**config.mk**
```make
export PLATFORM = sky130hd
export DESIGN_NAME = seq_detect_counter_flat
export DESIGN_NICKNAME = d
export VERILOG_FILES = /design/src/rtl/seq_detect_counter_pkg.sv /design/src/rtl/seq_detect_counter_if.sv /design/src/rtl/seq_detect_counter_seg7_decoder.sv /design/src/rtl/seq_detect_counter.sv /design/src/flat_wrapper.sv
export SDC_FILE = /design/constraint.sdc
export NUM_CORES = 1
export LEC_CHECK = 0
export CORE_MARGIN = 3
export CORE_UTILIZATION = 40
export DETAILED_ROUTE_END_ITERATION = 6
export PLACE_DENSITY = 0.68
export SYNTH_ARGS = -nofsm -noshare
export SYNTH_HDL_FRONTEND = slang
export SYNTH_SLANG_ARGS = --single-unit
```
**constraint.sdc**
```tcl
create_clock -name clk -period 2.1 [get_ports clk]
set_input_delay 0.42 -clock clk [delete_from_list [all_inputs] [get_ports clk]]
set_output_delay 0.42 -clock clk [all_outputs]
set_load 0.01 [all_outputs]
```
**src/rtl/seq_detect_counter_pkg.sv**
```systemverilog
// Shared types, 7-segment tables and BCD helper for the serial pattern detector.
package seq_det_pkg;

  localparam logic [6:0] SEG7_ZERO = 7'b1000000;
  localparam logic [6:0] SEG7_ERR  = 7'b0000111;

  // Active-low {g..a} segment codes for digits 0-9
  localparam logic [6:0] SEG7 [10] = '{
    7'b1000000, 7'b1111001, 7'b0100100, 7'b0110000, 7'b0011001,
    7'b0010010, 7'b0000010, 7'b1111000, 7'b0000000, 7'b0011000
  };

  typedef enum logic {
    ST_IDLE  = 1'b0,
    ST_ARMED = 1'b1
  } match_st_e;

  // Returns {carry_out, digit_out}; a set carry_in adds one with decimal rollover
  function automatic logic [4:0] bcd_inc(input logic [3:0] digit, input logic carry_in);
    logic [4:0] res;
    if (!carry_in) begin
      res = {1'b0, digit};
    end else if (digit >= 4'd9) begin
      res = {1'b1, 4'd0};
    end else begin
      res = {1'b0, digit + 4'd1};
    end
    return res;
  endfunction

endpackage

```
**src/rtl/seq_detect_counter_if.sv**
```systemverilog
// Configuration, sample and result bundle between the input synchroniser side and the detector.
interface seq_detect_counter_if #(
  parameter int PRE_MAX    = 8,
  parameter int NUM_DIGITS = 2
) ();

  localparam int LEN_W = $clog2(PRE_MAX + 1);

  logic                    ena;
  logic                    sig_to_test;
  logic [PRE_MAX-1:0]      pre_pattern;
  logic [LEN_W-1:0]        pre_len;
  logic                    gap_en;
  logic                    gap_bit;
  logic                    final_bit;
  logic                    cfg_overlap;
  logic                    cfg_load;
  logic                    clr_count;
  logic                    z;
  logic [4*NUM_DIGITS-1:0] count;
  logic                    overflow;
  logic [7*NUM_DIGITS-1:0] disp;

  modport master (
    output ena, sig_to_test, pre_pattern, pre_len, gap_en, gap_bit, final_bit,
           cfg_overlap, cfg_load, clr_count,
    input  z, count, overflow, disp
  );

  modport slave (
    input  ena, sig_to_test, pre_pattern, pre_len, gap_en, gap_bit, final_bit,
           cfg_overlap, cfg_load, clr_count,
    output z, count, overflow, disp
  );

endinterface

```
**src/rtl/seq_detect_counter_seg7_decoder.sv**
```systemverilog
// Combinational BCD digit to active-low 7-segment pattern; non-BCD values show an error glyph.
module seg7_decoder
  import seq_det_pkg::*;
(
  input  logic [3:0] i_digit,
  output logic [6:0] o_seg
);

  // Table lookup guarded against codes 10-15
  always_comb begin
    o_seg = SEG7_ERR;
    if (i_digit <= 4'd9) begin
      o_seg = SEG7[i_digit];
    end else begin
      o_seg = SEG7_ERR;
    end
  end

endmodule

```
**src/rtl/seq_detect_counter.sv**
```systemverilog
// Programmable PREFIX.GAP*.FINAL serial detector feeding a BCD hit counter and
// registered 7-segment outputs.
module seq_detect_counter
  import seq_det_pkg::*;
#(
  parameter int PRE_MAX    = 8,
  parameter int NUM_DIGITS = 2,
  parameter int WRAP       = 0
) (
  input  logic                clk,
  input  logic                rst,
  seq_detect_counter_if.slave bus
);

  localparam int              LEN_W     = $clog2(PRE_MAX + 1);
  localparam logic [LEN_W-1:0] PRE_MAX_L = LEN_W'(PRE_MAX);

  match_st_e               r_st;
  match_st_e               w_st_nxt;
  match_st_e               w_st_seed;
  logic [PRE_MAX-1:0]      r_h;
  logic [PRE_MAX-1:0]      w_h_nxt;
  logic [PRE_MAX-1:0]      w_h_shift;
  logic [PRE_MAX-1:0]      w_mask;
  logic [LEN_W-1:0]        r_fill;
  logic [LEN_W-1:0]        w_fill_nxt;
  logic [LEN_W-1:0]        w_fill_inc;
  logic [LEN_W-1:0]        w_len;
  logic                    w_pm;
  logic                    w_hit;

  logic                    r_z;
  logic                    r_ovf;
  logic [4*NUM_DIGITS-1:0] r_count;
  logic [4*NUM_DIGITS-1:0] w_count_inc;
  logic [NUM_DIGITS:0]     w_carry;
  logic                    w_all9;
  logic [7*NUM_DIGITS-1:0] w_seg;
  logic [7*NUM_DIGITS-1:0] r_disp;

  // Effective prefix length and the bit mask it selects out of the history
  always_comb begin
    w_len  = (bus.pre_len > PRE_MAX_L) ? PRE_MAX_L : bus.pre_len;
    w_mask = '0;
    for (int i = 0; i < PRE_MAX; i++) begin
      if (LEN_W'(i) < w_len) begin
        w_mask[i] = 1'b1;
      end else begin
        w_mask[i] = 1'b0;
      end
    end
  end

  assign w_h_shift  = (r_h << 1) | PRE_MAX'(bus.sig_to_test);
  assign w_fill_inc = (r_fill >= PRE_MAX_L) ? PRE_MAX_L : r_fill + LEN_W'(1);
  // Zero-length prefix masks everything away, so the match is unconditional
  assign w_pm       = (w_fill_inc >= w_len) && (((w_h_shift ^ bus.pre_pattern) & w_mask) == '0);
  assign w_st_seed  = w_pm ? ST_ARMED : ST_IDLE;

  // Matcher next-state: final bit wins over gap bit when both equal the sample
  always_comb begin
    w_st_nxt   = r_st;
    w_h_nxt    = r_h;
    w_fill_nxt = r_fill;
    w_hit      = 1'b0;
    if (bus.cfg_load) begin
      w_st_nxt   = ST_IDLE;
      w_h_nxt    = '0;
      w_fill_nxt = '0;
    end else if (bus.ena) begin
      case (r_st)
        ST_ARMED: begin
          if (bus.sig_to_test == bus.final_bit) begin
            w_hit = 1'b1;
            if (bus.cfg_overlap) begin
              w_st_nxt   = w_st_seed;
              w_h_nxt    = w_h_shift;
              w_fill_nxt = w_fill_inc;
            end else begin
              w_st_nxt   = ST_IDLE;
              w_h_nxt    = '0;
              w_fill_nxt = '0;
            end
          end else if (bus.gap_en && (bus.sig_to_test == bus.gap_bit)) begin
            w_st_nxt   = ST_ARMED;
            w_h_nxt    = w_h_shift;
            w_fill_nxt = w_fill_inc;
          end else begin
            w_st_nxt   = w_st_seed;
            w_h_nxt    = w_h_shift;
            w_fill_nxt = w_fill_inc;
          end
        end
        ST_IDLE: begin
          w_st_nxt   = w_st_seed;
          w_h_nxt    = w_h_shift;
          w_fill_nxt = w_fill_inc;
        end
        default: begin
          w_st_nxt   = ST_IDLE;
          w_h_nxt    = '0;
          w_fill_nxt = '0;
        end
      endcase
    end else begin
      w_hit = 1'b0;
    end
  end

  // Matcher state register
  always_ff @(posedge clk) begin
    if (rst) begin
      r_st   <= ST_IDLE;
      r_h    <= '0;
      r_fill <= '0;
    end else begin
      r_st   <= w_st_nxt;
      r_h    <= w_h_nxt;
      r_fill <= w_fill_nxt;
    end
  end

  // Ripple-carry BCD increment; carry out of the top digit means the count is all-9s
  assign w_carry[0] = 1'b1;
  for (genvar d = 0; d < NUM_DIGITS; d++) begin : g_digit
    logic [4:0] w_dsum;
    assign w_dsum              = bcd_inc(r_count[4*d +: 4], w_carry[d]);
    assign w_carry[d+1]        = w_dsum[4];
    assign w_count_inc[4*d +: 4] = w_dsum[3:0];

    seg7_decoder u_seg (
      .i_digit (r_count[4*d +: 4]),
      .o_seg   (w_seg[7*d +: 7])
    );
  end
  assign w_all9 = w_carry[NUM_DIGITS];

  // Hit pulse, counter and sticky overflow; a clear drops a coincident increment
  always_ff @(posedge clk) begin
    if (rst) begin
      r_z     <= 1'b0;
      r_count <= '0;
      r_ovf   <= 1'b0;
    end else begin
      r_z <= w_hit;
      if (bus.clr_count) begin
        r_count <= '0;
        r_ovf   <= 1'b0;
      end else if (w_hit) begin
        if (w_all9) begin
          r_ovf <= 1'b1;
          if (WRAP != 0) begin
            r_count <= '0;
          end else begin
            r_count <= r_count;
          end
        end else begin
          r_count <= w_count_inc;
        end
      end else begin
        r_count <= r_count;
      end
    end
  end

  // Display register, one cycle behind the count
  always_ff @(posedge clk) begin
    if (rst) begin
      r_disp <= {NUM_DIGITS{SEG7_ZERO}};
    end else begin
      r_disp <= w_seg;
    end
  end

  assign bus.z        = r_z;
  assign bus.count    = r_count;
  assign bus.overflow = r_ovf;
  assign bus.disp     = r_disp;

endmodule

```
**src/flat_wrapper.sv**
```systemverilog
// flat-port wrapper written by rule: the top's interface ports become plain ports
module seq_detect_counter_flat import seq_det_pkg::*;
#(
  parameter int PRE_MAX    = 8,
  parameter int NUM_DIGITS = 2,
  parameter int WRAP       = 0
)
  (clk, rst, bus_ena, bus_sig_to_test, bus_pre_pattern, bus_pre_len, bus_gap_en, bus_gap_bit, bus_final_bit, bus_cfg_overlap, bus_cfg_load, bus_clr_count, bus_z, bus_count, bus_overflow, bus_disp);
  seq_detect_counter_if #(.PRE_MAX(PRE_MAX), .NUM_DIGITS(NUM_DIGITS)) bus_i ();
  input  logic clk;
  input  logic rst;
  input wire logic [$bits(bus_i.ena)-1:0] bus_ena;
  input wire logic [$bits(bus_i.sig_to_test)-1:0] bus_sig_to_test;
  input wire logic [$bits(bus_i.pre_pattern)-1:0] bus_pre_pattern;
  input wire logic [$bits(bus_i.pre_len)-1:0] bus_pre_len;
  input wire logic [$bits(bus_i.gap_en)-1:0] bus_gap_en;
  input wire logic [$bits(bus_i.gap_bit)-1:0] bus_gap_bit;
  input wire logic [$bits(bus_i.final_bit)-1:0] bus_final_bit;
  input wire logic [$bits(bus_i.cfg_overlap)-1:0] bus_cfg_overlap;
  input wire logic [$bits(bus_i.cfg_load)-1:0] bus_cfg_load;
  input wire logic [$bits(bus_i.clr_count)-1:0] bus_clr_count;
  output wire logic [$bits(bus_i.z)-1:0] bus_z;
  output wire logic [$bits(bus_i.count)-1:0] bus_count;
  output wire logic [$bits(bus_i.overflow)-1:0] bus_overflow;
  output wire logic [$bits(bus_i.disp)-1:0] bus_disp;
  assign bus_i.ena = bus_ena;
  assign bus_i.sig_to_test = bus_sig_to_test;
  assign bus_i.pre_pattern = bus_pre_pattern;
  assign bus_i.pre_len = bus_pre_len;
  assign bus_i.gap_en = bus_gap_en;
  assign bus_i.gap_bit = bus_gap_bit;
  assign bus_i.final_bit = bus_final_bit;
  assign bus_i.cfg_overlap = bus_cfg_overlap;
  assign bus_i.cfg_load = bus_cfg_load;
  assign bus_i.clr_count = bus_clr_count;
  assign bus_z = bus_i.z;
  assign bus_count = bus_i.count;
  assign bus_overflow = bus_i.overflow;
  assign bus_disp = bus_i.disp;
  seq_detect_counter #(.PRE_MAX(PRE_MAX), .NUM_DIGITS(NUM_DIGITS), .WRAP(WRAP)) u_core (.clk(clk), .rst(rst), .bus(bus_i));
endmodule
```
==> flow_metrics.tcl, run 1 <==
set metrics [dict create \
    slew_violations 0 \
    routed_wirelength_microns 4389 \
    worst_r2r_endpoint "u_core.r_st" \
    fraction_of_layout_instances_using_a_drive_strength_above_1_pct 9.756 \
    layout.nets 322 \
    synth_most_common_cell "dfxtp_1" \
    num_rows 24 \
    antenna_cells_inserted 0 \
    starting_utilization_of_the_core_area_pct 42.99 \
    outcome "complete, no violations" \
    met2WireLength_microns 1948 \
    hold_buffers 0 \
    power_switching_mw 0.2990 \
    route.top_layer_used "met4" \
    whs_endpoint "u_core.r_h[6]" \
    finalSetupTns_ns 0 \
    synth.cell_area_sq_um 1949 \
    rrSetupSlack_ns 0.21 \
    yosysWarnings 0 \
    post_synth.cell_area_avg_sq_um 8.366 \
    cts-htree-levels 2 \
    power_switching_share_pct 22.67 \
    critical_path_required_ns 1.68 \
    routabilityCongestion 0.8934 \
    cts_num_sinks 36 \
    startpoint_type "flip-flop" \
    timing.rr.start "u_core.r_fill[0]" \
    tritoncts.num_buffers 5 \
    fin_worst_skew_ns 0.006575 \
    vias_per_cell 5.009 \
    rr_worst_depth 8 \
    post_cts_buffers 0 \
    vias 1763 \
    detail-route-antenna-nets 0 \
    met3_length_microns 224 \
    p_int_mw 1.020 \
    ctsResizeCount 0 \
    dpl_worst_slack_ns 0.02469 \
    setup_viol 0 \
    achievable-frequency_mhz 511.7 \
    rsz0062_at_grt "false" \
    port-buffer-count 45 \
    post-dp-hpwl_microns 3235 \
    worst_ep_arrival_time_ns 1.53 \
    design.portCount 46 \
    synth_seq_area_share_pct 36.97 \
    synth_cell_type_count 43 \
    final_min_period_over_clock_period_pct 93.06 \
    timing.max_slew.rel_slack_pct 66.21 \
    grt_pass1_wl_microns 7369 \
    synth_top_cell_area_share_pct 36.97 \
    synth_seq_cells 36 \
    synth.net_count 269 \
    grt_antenna_before_repair 0 \
    vdd.ir_drop.worst_mv 0.2589 \
    report.final.hold_viol_count 0 \
    yosys-top-cells-area "dfxtp_1 (37%), ha_1 (9.0%), a21oi_1 (5.6%), xnor2_1 (4.0%), nand2b_1 (3.9%)" \
    fillers 417 \
    firstDrtPassIters 4 \
    post_synth_inst_count 233 \
    die_h_microns 75.81 \
    finalWorstPathRequiredPeriod_ns 1.954 \
    post-synth-top-area-cell "dfxtp_1" \
    power-per-cell-area_nw_per_um2 505.1 \
    p_leak_nw 0.9926 \
    grt_pass1_vias 1635 \
    max_slew.worst_pin.slew_ns 0.5025 \
    p_r_area_growth_vs_syn_pct 33.95 \
    cts.clk_slew.worst_paths_ns 0.07 \
    post_synth_most_frequent_cells "dfxtp_1 (36), a21oi_1 (22), nor2_1 (20)" \
    fin_ws_ns 0.1458 \
    max_cap_viol_count 0 \
    cp_num_buf_inv 1 \
    drt-wirelength-per-cell_microns 12.47 \
    cpMaxStageDelayCell "clkdlybuf4s50_1" \
    remaining_drc_errors 0 \
    criticalPathCategory "flip-flop to primary output" \
    report.power.total_mw 1.319 \
    comb_power_share_pct 9.1 \
    placeableCoreArea_sq_um 4534 \
    wirelength_met1_microns 2156 \
    clock_latency_ns 0.29 \
    p_clk_share_pct 38.8 \
    grt_use_total_pct 16.78 \
    clockRootBuffer "clkbuf_8" \
    worst_min_delay_path_startpoint "u_core.r_h[6]" \
    clock_path_buffers 2 \
    timing.critical_path.cells "clkdlybuf4s50_1" \
    cp_top_family "buffers and inverters" \
    ys.flop_type "dfxtp_1" \
    critical_path_peak_fanout 14 \
    timing.hold.worst_path_depth 2 \
    p_seq_share_pct 52.1 \
    grt.overflow.total 0 \
    async_flop_share_pct 0 \
    grt_start_max_net_pins 25 \
    tritoncts "yes" \
    critPathCaptureType "primary output" \
    drt_iter0_markers 61 \
    die_area_sq_um 5747 \
    dieWidth_microns 75.81 \
    critical-path-max-stage-delay_ns 0.63 \
    min-delay-path-class "flip-flop to flip-flop" \
    synth-edff-count 0 \
]
registers in the layout, indices dropped and copies added, names as in the netlist:
register	cells
u_core.r_fill	4
u_core.bus.count	8
u_core.r_st	1
u_core.r_h	7
u_core.bus.z	1
u_core.bus.overflow	1
u_core.bus.disp	14
power by group through the flow:
stage                     Combinational (mW)  Sequential [mW]  Clock, mW
final                                  0.121            0.687      0.512
after detailed placement               0.120            0.702          0
after global routing                   0.134            0.687      0.568
after global placement                 0.120            0.702          0
after floorplan                       0.0522            0.702          0
after CTS                              0.121            0.686      0.535
layout by cell type, fill, tap and decap left out, types with 3 or more instances in the layout:
cell / count
clkdlybuf4s50_1: 45
dfxtp_1: 36
a21oi_1: 22
nor2_1: 20
nand2_1: 14
nand3_1: 14
ha_1: 14
inv_1: 13
o21ai_0: 13
buf_4: 13
nand2b_1: 12
xnor2_1: 9
nor2b_1: 8
nor3_1: 6
clkbuf_8: 6
a31oi_1: 4
xor2_1: 3
worst max-delay path by stage:
| stage | start | cells past startpoint | to |
|---|---|---|---|
| after floorplan | u_core.bus.count[5] | 7 | u_core.bus.count[5] |
| after global placement | bus_pre_len[3] | 8 | u_core.r_st |
| after detailed placement | bus_pre_len[3] | 8 | u_core.r_st |
| after CTS | u_core.bus.count[6] | 1 | bus_count[6] |
| after global routing | u_core.r_fill[0] | 8 | u_core.r_st |
| final | u_core.bus.count[6] | 1 | bus_count[6] |
logic make-up (layout without fill, tap and decap cells):
logic type	after synthesis	in the layout	share of synthesized area [%]
multiplexers	2	2	1.027
flip-flops	36	36	36.97
adder cells (fa/ha/maj)	14	14	8.986
AND/OR/NAND/NOR	89	89	24.39
buffers and inverters	25	79	5.648
XOR/XNOR	12	12	5.392
AO/OA/AOI/OAI	55	55	17.59
routing by layer:
metal / up-vias / track usage, %
met5: - / 0
met3: 7 / 4.222
met1: 811 / 22.78
met4: 0 / 6.990
li1: 910 / -
met2: 35 / 25.19
worst register-to-register path: cells and delay by family, from the launching register on:
kind	cells	cell delay (ns)
buf+inv	1	0.07
fa+ha+maj	2	0.55
simple gates	2	0.26
flops	1	0.41
compound gates	3	0.55
through the flow:
stage	std cells	util (%)	area (sq um)	hold WS, ns
floorplan	233	-	1949	0.4576
global placement	344	55.52	2517	0.4658
detailed placement	344	55.52	2517	0.4831
CTS	352	57.59	2611	0.4941
global route	352	57.59	2611	0.5103
finish	352	57.59	2611	0.4966
layout make-up:
cell class / count / area (sq um) / share of cell area (%)
Multi-Input combinational cell: 172 / 1119 / 42.84
Sequential cell: 36 / 720.7 / 27.60
Clock buffer: 7 / 86.33 / 3.306
Tap cell: 65 / 81.33 / 3.115
Clock inverter: 1 / 7.507 / 0.2875
Timing Repair Buffer: 58 / 548.0 / 20.99
Inverter: 13 / 48.80 / 1.869
No activity file was read; power rests on OpenSTA's default activity.
==> run 2: changes to the inputs <==
--- a/config.mk
+++ b/config.mk
@@ -5,10 +5,13 @@
 export SDC_FILE = /design/constraint.sdc
 export NUM_CORES = 1
 export LEC_CHECK = 0
+export CORE_ASPECT_RATIO = 0.7
 export CORE_MARGIN = 3
 export CORE_UTILIZATION = 40
 export DETAILED_ROUTE_END_ITERATION = 6
+export HOLD_SLACK_MARGIN = 0.06
 export PLACE_DENSITY = 0.68
+export SLEW_MARGIN = 20
 export SYNTH_ARGS = -nofsm -noshare
 export SYNTH_HDL_FRONTEND = slang
 export SYNTH_SLANG_ARGS = --single-unit
==> flow_metrics.tcl, run 2 (synthesis results as in run 1) <==
set metrics [dict create \
    routabilityCongestion 0.8216 \
    clock_path_buffers 2 \
    power-per-cell-area_nw_per_um2 533.7 \
    worstSetupPathDepth 8 \
    fin_ws_ns 0.1646 \
    layout.core_utilization_pct 58.92 \
    fraction_of_layout_instances_using_a_drive_strength_above_1_pct 11.64 \
    post_cts_buffers 0 \
    cp_top_family "compound AO/OA/AOI/OAI gates" \
    largest_reg_flops 14 \
    critical_path_required_ns 2.32 \
    p_seq_share_pct 48.5 \
    critical-path-max-stage-delay_ns 0.41 \
    dpl_worst_slack_ns 0.04141 \
    met3_length_microns 209 \
    grt_start_max_net_pins 25 \
    critical_path_peak_fanout 5 \
    critPathCaptureType "flip-flop" \
    remaining_drc_errors 0 \
    clockRootBuffer "clkbuf_8" \
    cp_num_buf_inv 1 \
    max_slew.worst_pin.slew_ns 0.3953 \
    met2WireLength_microns 1864 \
    layout.cells.most_common_list "clkdlybuf4s50_1 (45), dfxtp_1 (36), a21oi_1 (22)" \
    die_h_microns 64.41 \
    wirelength_met1_microns 2221 \
    num_rows 20 \
    placeableCoreArea_sq_um 4504 \
    place.detailed.instances 339 \
    cts-htree-levels 2 \
    drt_iter0_markers 65 \
    outcome "complete, no violations" \
    clock_latency_ns 0.29 \
    detail-route-antenna-nets 0 \
    design.portCount 46 \
    grt.overflow.total 0 \
    cpMaxStageDelayCell "dfxtp_1" \
    grt_pass1_wl_microns 7452 \
    comb_power_share_pct 8.8 \
    fin_worst_skew_ns 0.007315 \
    die_area_sq_um 5760 \
    rr_worst_depth 8 \
    startpoint_type "flip-flop" \
    layout.nets 327 \
    p_int_mw 1.107 \
    ctsResizeCount 0 \
    max_cap_viol_count 0 \
    worst_ep_arrival_time_ns 2.15 \
    antenna_cells_inserted 0 \
    port-buffer-count 45 \
    timing.hold.worst_path_depth 2 \
    achievable-frequency_mhz 516.7 \
    finalWorstPathRequiredPeriod_ns 1.935 \
    grt_pass1_vias 1658 \
    tritoncts "yes" \
    tritoncts.num_buffers 5 \
    min-delay-path-class "flip-flop to flip-flop" \
    timing.critical_path.cells "inv_1 -> ha_1 -> nor2b_1 -> ha_1 -> o21ai_0 -> a222oi_1 -> nand3_1 -> o21ai_0" \
    firstDrtPassIters 4 \
    finalSetupTns_ns 0 \
    cts.clk_slew.worst_paths_ns 0.08 \
    routed_wirelength_microns 4313 \
    power_switching_mw 0.3096 \
    grt_use_total_pct 16.49 \
    finalNonFillerCells 347 \
    drt-wirelength-per-cell_microns 12.43 \
    route.top_layer_used "met4" \
    criticalPathCategory "flip-flop to flip-flop" \
    vias_per_cell 5.072 \
    report.final.hold_viol_count 0 \
    grt_antenna_before_repair 0 \
    post-dp-hpwl_microns 3419 \
    final_common_cell "clkdlybuf4s50_1" \
    timing.max_slew.rel_slack_pct 73.61 \
    p_clk_share_pct 42.7 \
    vias 1760 \
    dieWidth_microns 89.44 \
    starting_utilization_of_the_core_area_pct 43.28 \
    p_r_area_growth_vs_syn_pct 36.14 \
    vdd.ir_drop.worst_mv 0.5421 \
    p_leak_nw 1.025 \
    slew_violations 0 \
    cts_num_sinks 36 \
    hold_buffers 0 \
    power_switching_share_pct 21.86 \
    setup_viol 0 \
    rsz0062_at_grt "false" \
    final_min_period_over_clock_period_pct 92.16 \
]
## run 2: layout make-up
cell class,instances,area [sq um]
Fill cell,412,1851
Tap cell,55,68.82
Timing Repair Buffer,63,585.6
Clock buffer,5,68.82
Clock inverter,3,42.54
Inverter,13,48.80
Sequential cell,36,720.7
Multi-Input combinational cell,172,1119
## run 2: power by group through the flow
| stage | Sequential [mW] | Clock, mW | Combinational, mW |
|---|---|---|---|
| after detailed placement | 0.703 | 0 | 0.124 |
| after CTS | 0.686 | 0.621 | 0.125 |
| final | 0.687 | 0.605 | 0.125 |
| after global placement | 0.702 | 0 | 0.124 |
| after global routing | 0.687 | 0.661 | 0.138 |
| after floorplan | 0.702 | 0 | 0.0522 |
## run 2: metrics by stage
step                      hold slack, ns  power (mW)  cell area [sq um]
final                             0.5007       1.416               2654
after CTS                         0.5054       1.432               2654
after floorplan                   0.4576      0.7541               1949
after detailed placement          0.4893      0.8267               2542
after global placement            0.4697      0.8261               2542
after global routing              0.5266       1.485               2654
## run 2: metal layers
metal | up-vias | track usage (%)
met4 | 0 | 5.019
met2 | 39 | 23.90
li1 | 916 | -
met5 | - | 0
met3 | 4 | 3.866
met1 | 801 | 23.95
## run 2: worst paths after layout
kind | start | to | slack (ns)
worst max-delay path | u_core.r_fill[0] | u_core.r_st | 0.16
worst min-delay path | u_core.r_h[6] | u_core.r_h[6] | 0.50
worst max register to register | u_core.r_fill[0] | u_core.r_st | 0.16
worst min register to register | u_core.r_h[6] | u_core.r_h[6] | 0.50
## run 2: worst register-to-register path: stages, from the launching register on
cell      delay (ns)
dfxtp_1         0.41
inv_1           0.06
ha_1            0.28
nor2b_1         0.16
ha_1            0.27
o21ai_0         0.08
a222oi_1        0.32
nand3_1         0.10
o21ai_0         0.17
==> run 3: changes to the inputs <==
--- a/config.mk
+++ b/config.mk
@@ -5,13 +5,16 @@
 export SDC_FILE = /design/constraint.sdc
 export NUM_CORES = 1
 export LEC_CHECK = 0
+export CELL_PAD_IN_SITES_DETAIL_PLACEMENT = 1
+export CELL_PAD_IN_SITES_GLOBAL_PLACEMENT = 1
 export CORE_ASPECT_RATIO = 0.7
 export CORE_MARGIN = 3
-export CORE_UTILIZATION = 40
+export CORE_UTILIZATION = 37
 export DETAILED_ROUTE_END_ITERATION = 6
 export HOLD_SLACK_MARGIN = 0.06
-export PLACE_DENSITY = 0.68
+export PLACE_DENSITY = 0.81
 export SLEW_MARGIN = 20
 export SYNTH_ARGS = -nofsm -noshare
 export SYNTH_HDL_FRONTEND = slang
+export SYNTH_HIERARCHICAL = 1
 export SYNTH_SLANG_ARGS = --single-unit
==> flow_metrics.tcl, run 3 <==
set metrics [dict create \
    finalWorstPathRequiredPeriod_ns 2.097 \
    criticalPathCategory "flip-flop to flip-flop" \
    clock_latency_ns 0.29 \
    drt-wirelength-per-cell_microns 16.08 \
    grt_antenna_before_repair 0 \
    grt_use_total_pct 18.50 \
    synth_seq_area_share_pct 33.90 \
    post-synth-top-area-cell "dfxtp_1" \
    timing.rr.start "u_core/r_fill[1]" \
    post-route-cell-area_sq_um 2927 \
    ys.flop_type "dfxtp_1" \
    timing.max_slew.rel_slack_pct 66.35 \
    holdWs_ns 0.4861 \
    synth_top_cell_area_share_pct 33.90 \
    placeableCoreArea_sq_um 5395 \
    dpl_worst_slack_ns -0.2616 \
    startpoint_type "flip-flop" \
    grt_start_max_net_pins 17 \
    routed_wirelength_microns 6319 \
    drt_iter0_markers 125 \
    final_common_cell "clkdlybuf4s50_1" \
    cts.clk_slew.worst_paths_ns 0.08 \
    outcome "complete, no violations" \
    fin_worst_skew_ns 0.006923 \
    routabilityCongestion 0.8959 \
    postPlaceCellArea_sq_um 2793 \
    grt_pass1_wl_microns 9687 \
    yosysWarnings 6 \
    report.final.hold_viol_count 0 \
    design.portCount 46 \
    antenna_cells_inserted 0 \
    p_clk_share_pct 35.9 \
    clock_path_buffers 2 \
    final_min_period_over_clock_period_pct 99.88 \
    die_area_sq_um 6705 \
    grt_pass1_vias 1977 \
    post_synth.cell_area_avg_sq_um 8.436 \
    rr_worst_depth 8 \
    fin_ws_ns 0.002579 \
    setup_viol 0 \
    cts_num_sinks 36 \
    vias_per_cell 5.112 \
    comb_power_share_pct 12.1 \
    report.power.total_mw 1.319 \
    grt.overflow.total 0 \
    num_rows 22 \
    largest_reg_flops 14 \
    layout.core_utilization_pct 54.24 \
    post_synth_inst_count 252 \
    post_synth_most_frequent_cells "dfxtp_1 (36), nor2_1 (29), nor2b_1 (23), a21oi_1 (22), ha_1 (22)" \
    synth.cell_area_sq_um 2126 \
    port-buffer-count 45 \
    synth_cell_type_count 54 \
    die_h_microns 69.42 \
    firstDrtPassIters 4 \
    synth_most_common_cell "dfxtp_1" \
    cts-htree-levels 2 \
    critical_path_peak_fanout 3 \
    tritoncts.num_buffers 5 \
    yosys-top-cells-area "dfxtp_1 (34%), ha_1 (13%), nor2b_1 (6.8%), a21oi_1 (5.2%), nor2_1 (5.1%)" \
    whs_endpoint "u_core/bus.overflow" \
    power_switching_share_pct 24.37 \
    rrSetupSlack_ns 0.003 \
    min-delay-path-class "flip-flop to flip-flop" \
    detail-route-antenna-nets 0 \
    p_seq_share_pct 52.0 \
    achievable-frequency_mhz 476.8 \
    synth_seq_cells 36 \
    remaining_drc_errors 0 \
    starting_utilization_of_the_core_area_pct 39.40 \
    synth-edff-count 0 \
    hold_buffers 0 \
    critPathCaptureType "flip-flop" \
    post-dp-hpwl_microns 4705 \
    worst_r2r_endpoint "u_core/r_st" \
    clockRootBuffer "clkbuf_8" \
    p_int_mw 0.9975 \
    layout.nets 365 \
    worst_ep_arrival_time_ns 2.28 \
    vdd.ir_drop.worst_mv 0.3657 \
    fraction_of_layout_instances_using_a_drive_strength_above_1_pct 16.20 \
    dieWidth_microns 96.60 \
    max_slew.worst_pin.slew_ns 0.4920 \
    p_leak_nw 1.132 \
    vias 2009 \
    slew_violations 0 \
    max_cap_viol_count 0 \
    synth.net_count 296 \
    tritoncts "yes" \
    worst_min_delay_path_startpoint "u_core/bus.overflow" \
    p_r_area_growth_vs_syn_pct 37.67 \
    layout.cells.most_common_list "clkdlybuf4s50_1 (45), dfxtp_1 (33), nor2_1 (29)" \
    async_flop_share_pct 0 \
    power_switching_mw 0.3215 \
    critical_path_required_ns 2.28 \
    power-per-cell-area_nw_per_um2 450.7 \
    timing.hold.worst_path_depth 2 \
]
run 3: cell types whose count changed after synthesis, moves of 4 or more:
cell,delta
nor2b_1,+15
nand2b_1,-8
nor3_1,-5
ha_1,+8
nor2_1,+9
clkbuf_1,-4
nand3_1,-8
run 3: how the worst max path moves through the flow:
stage / startpoint / endpoint / slack, ns / cells after the start
2_1_floorplan: u_core/bus.count[0] / u_core/bus.count[6] / 0.06 / 7
4_1_cts: u_core/r_fill[0] / u_core/r_st / 0.01 / 8
3_3_place_gp: bus_final_bit / u_core/bus.count[6] / -0.20 / 5
6_report: u_core/r_fill[1] / u_core/r_st / 0.003 / 8
3_5_place_dp: bus_final_bit / u_core/bus.count[6] / -0.26 / 5
5_1_grt: u_core/r_fill[1] / u_core/r_st / -0.07 / 8
run 3: cells by family (layout without fill, tap and decap cells):
family / count (synthesis) / in the layout / synth area share [%]
fa+ha+maj: 22 / 22 / 12.95
flops: 36 / 36 / 33.90
xor+xnor: 11 / 11 / 4.886
simple gates: 99 / 99 / 25.13
buf+inv: 23 / 92 / 4.649
compound gates: 61 / 61 / 18.48
run 3: metrics by stage:
step / setup TNS, ns / cells
final: 0 / 393
after global routing: -0.07094 / 393
after CTS: 0 / 391
after detailed placement: -0.8907 / 384
after global placement: -0.6257 / 384
after floorplan: 0 / 252
run 3: critical path, cell delays in order, from the launching register on:
cell and delay [ns]:
dfxtp_2 0.34, inv_1 0.05, ha_1 0.27, nor2b_4 0.14, ha_2 0.18, or3b_1 0.37, o221a_4 0.23, o32ai_2 0.31
o41ai_2 0.09
run 3: per-layer routing:
layer	track usage [%]	vias to the layer above	part of all wire (%)	wire [microns]
li1	-	1007	-	-
met5	0	-	0	0
met3	4.013	5	3.8	239
met2	28.59	32	48	3059
met1	26.11	965	47	2981
met4	4.355	0	0.62	39
run 3: area by class of cell:
cell class	instances	area (sq um)
Fill cell	662	2469
Multi-Input combinational cell	193	1344
Sequential cell	36	724.4
Timing Repair Buffer	69	630.6
Tap cell	72	90.09
Clock buffer	6	72.57
Inverter	16	60.06
Clock inverter	1	5.005
run 3: power by group through the flow:
stage / Clock (mW) / Combinational (mW) / Sequential, mW
floorplan: 0 / 0.0574 / 0.702
global placement: 0 / 0.138 / 0.701
detailed placement: 0 / 0.144 / 0.701
CTS: 0.486 / 0.145 / 0.686
global route: 0.512 / 0.173 / 0.686
finish: 0.474 / 0.160 / 0.686
run 3: timing repair:
action                     CTS  global route
pin swaps                    0             3
setup buffers                0             2
gates cloned                 0             0
setup endpoints to repair    1             4
gates resized for setup      1            10
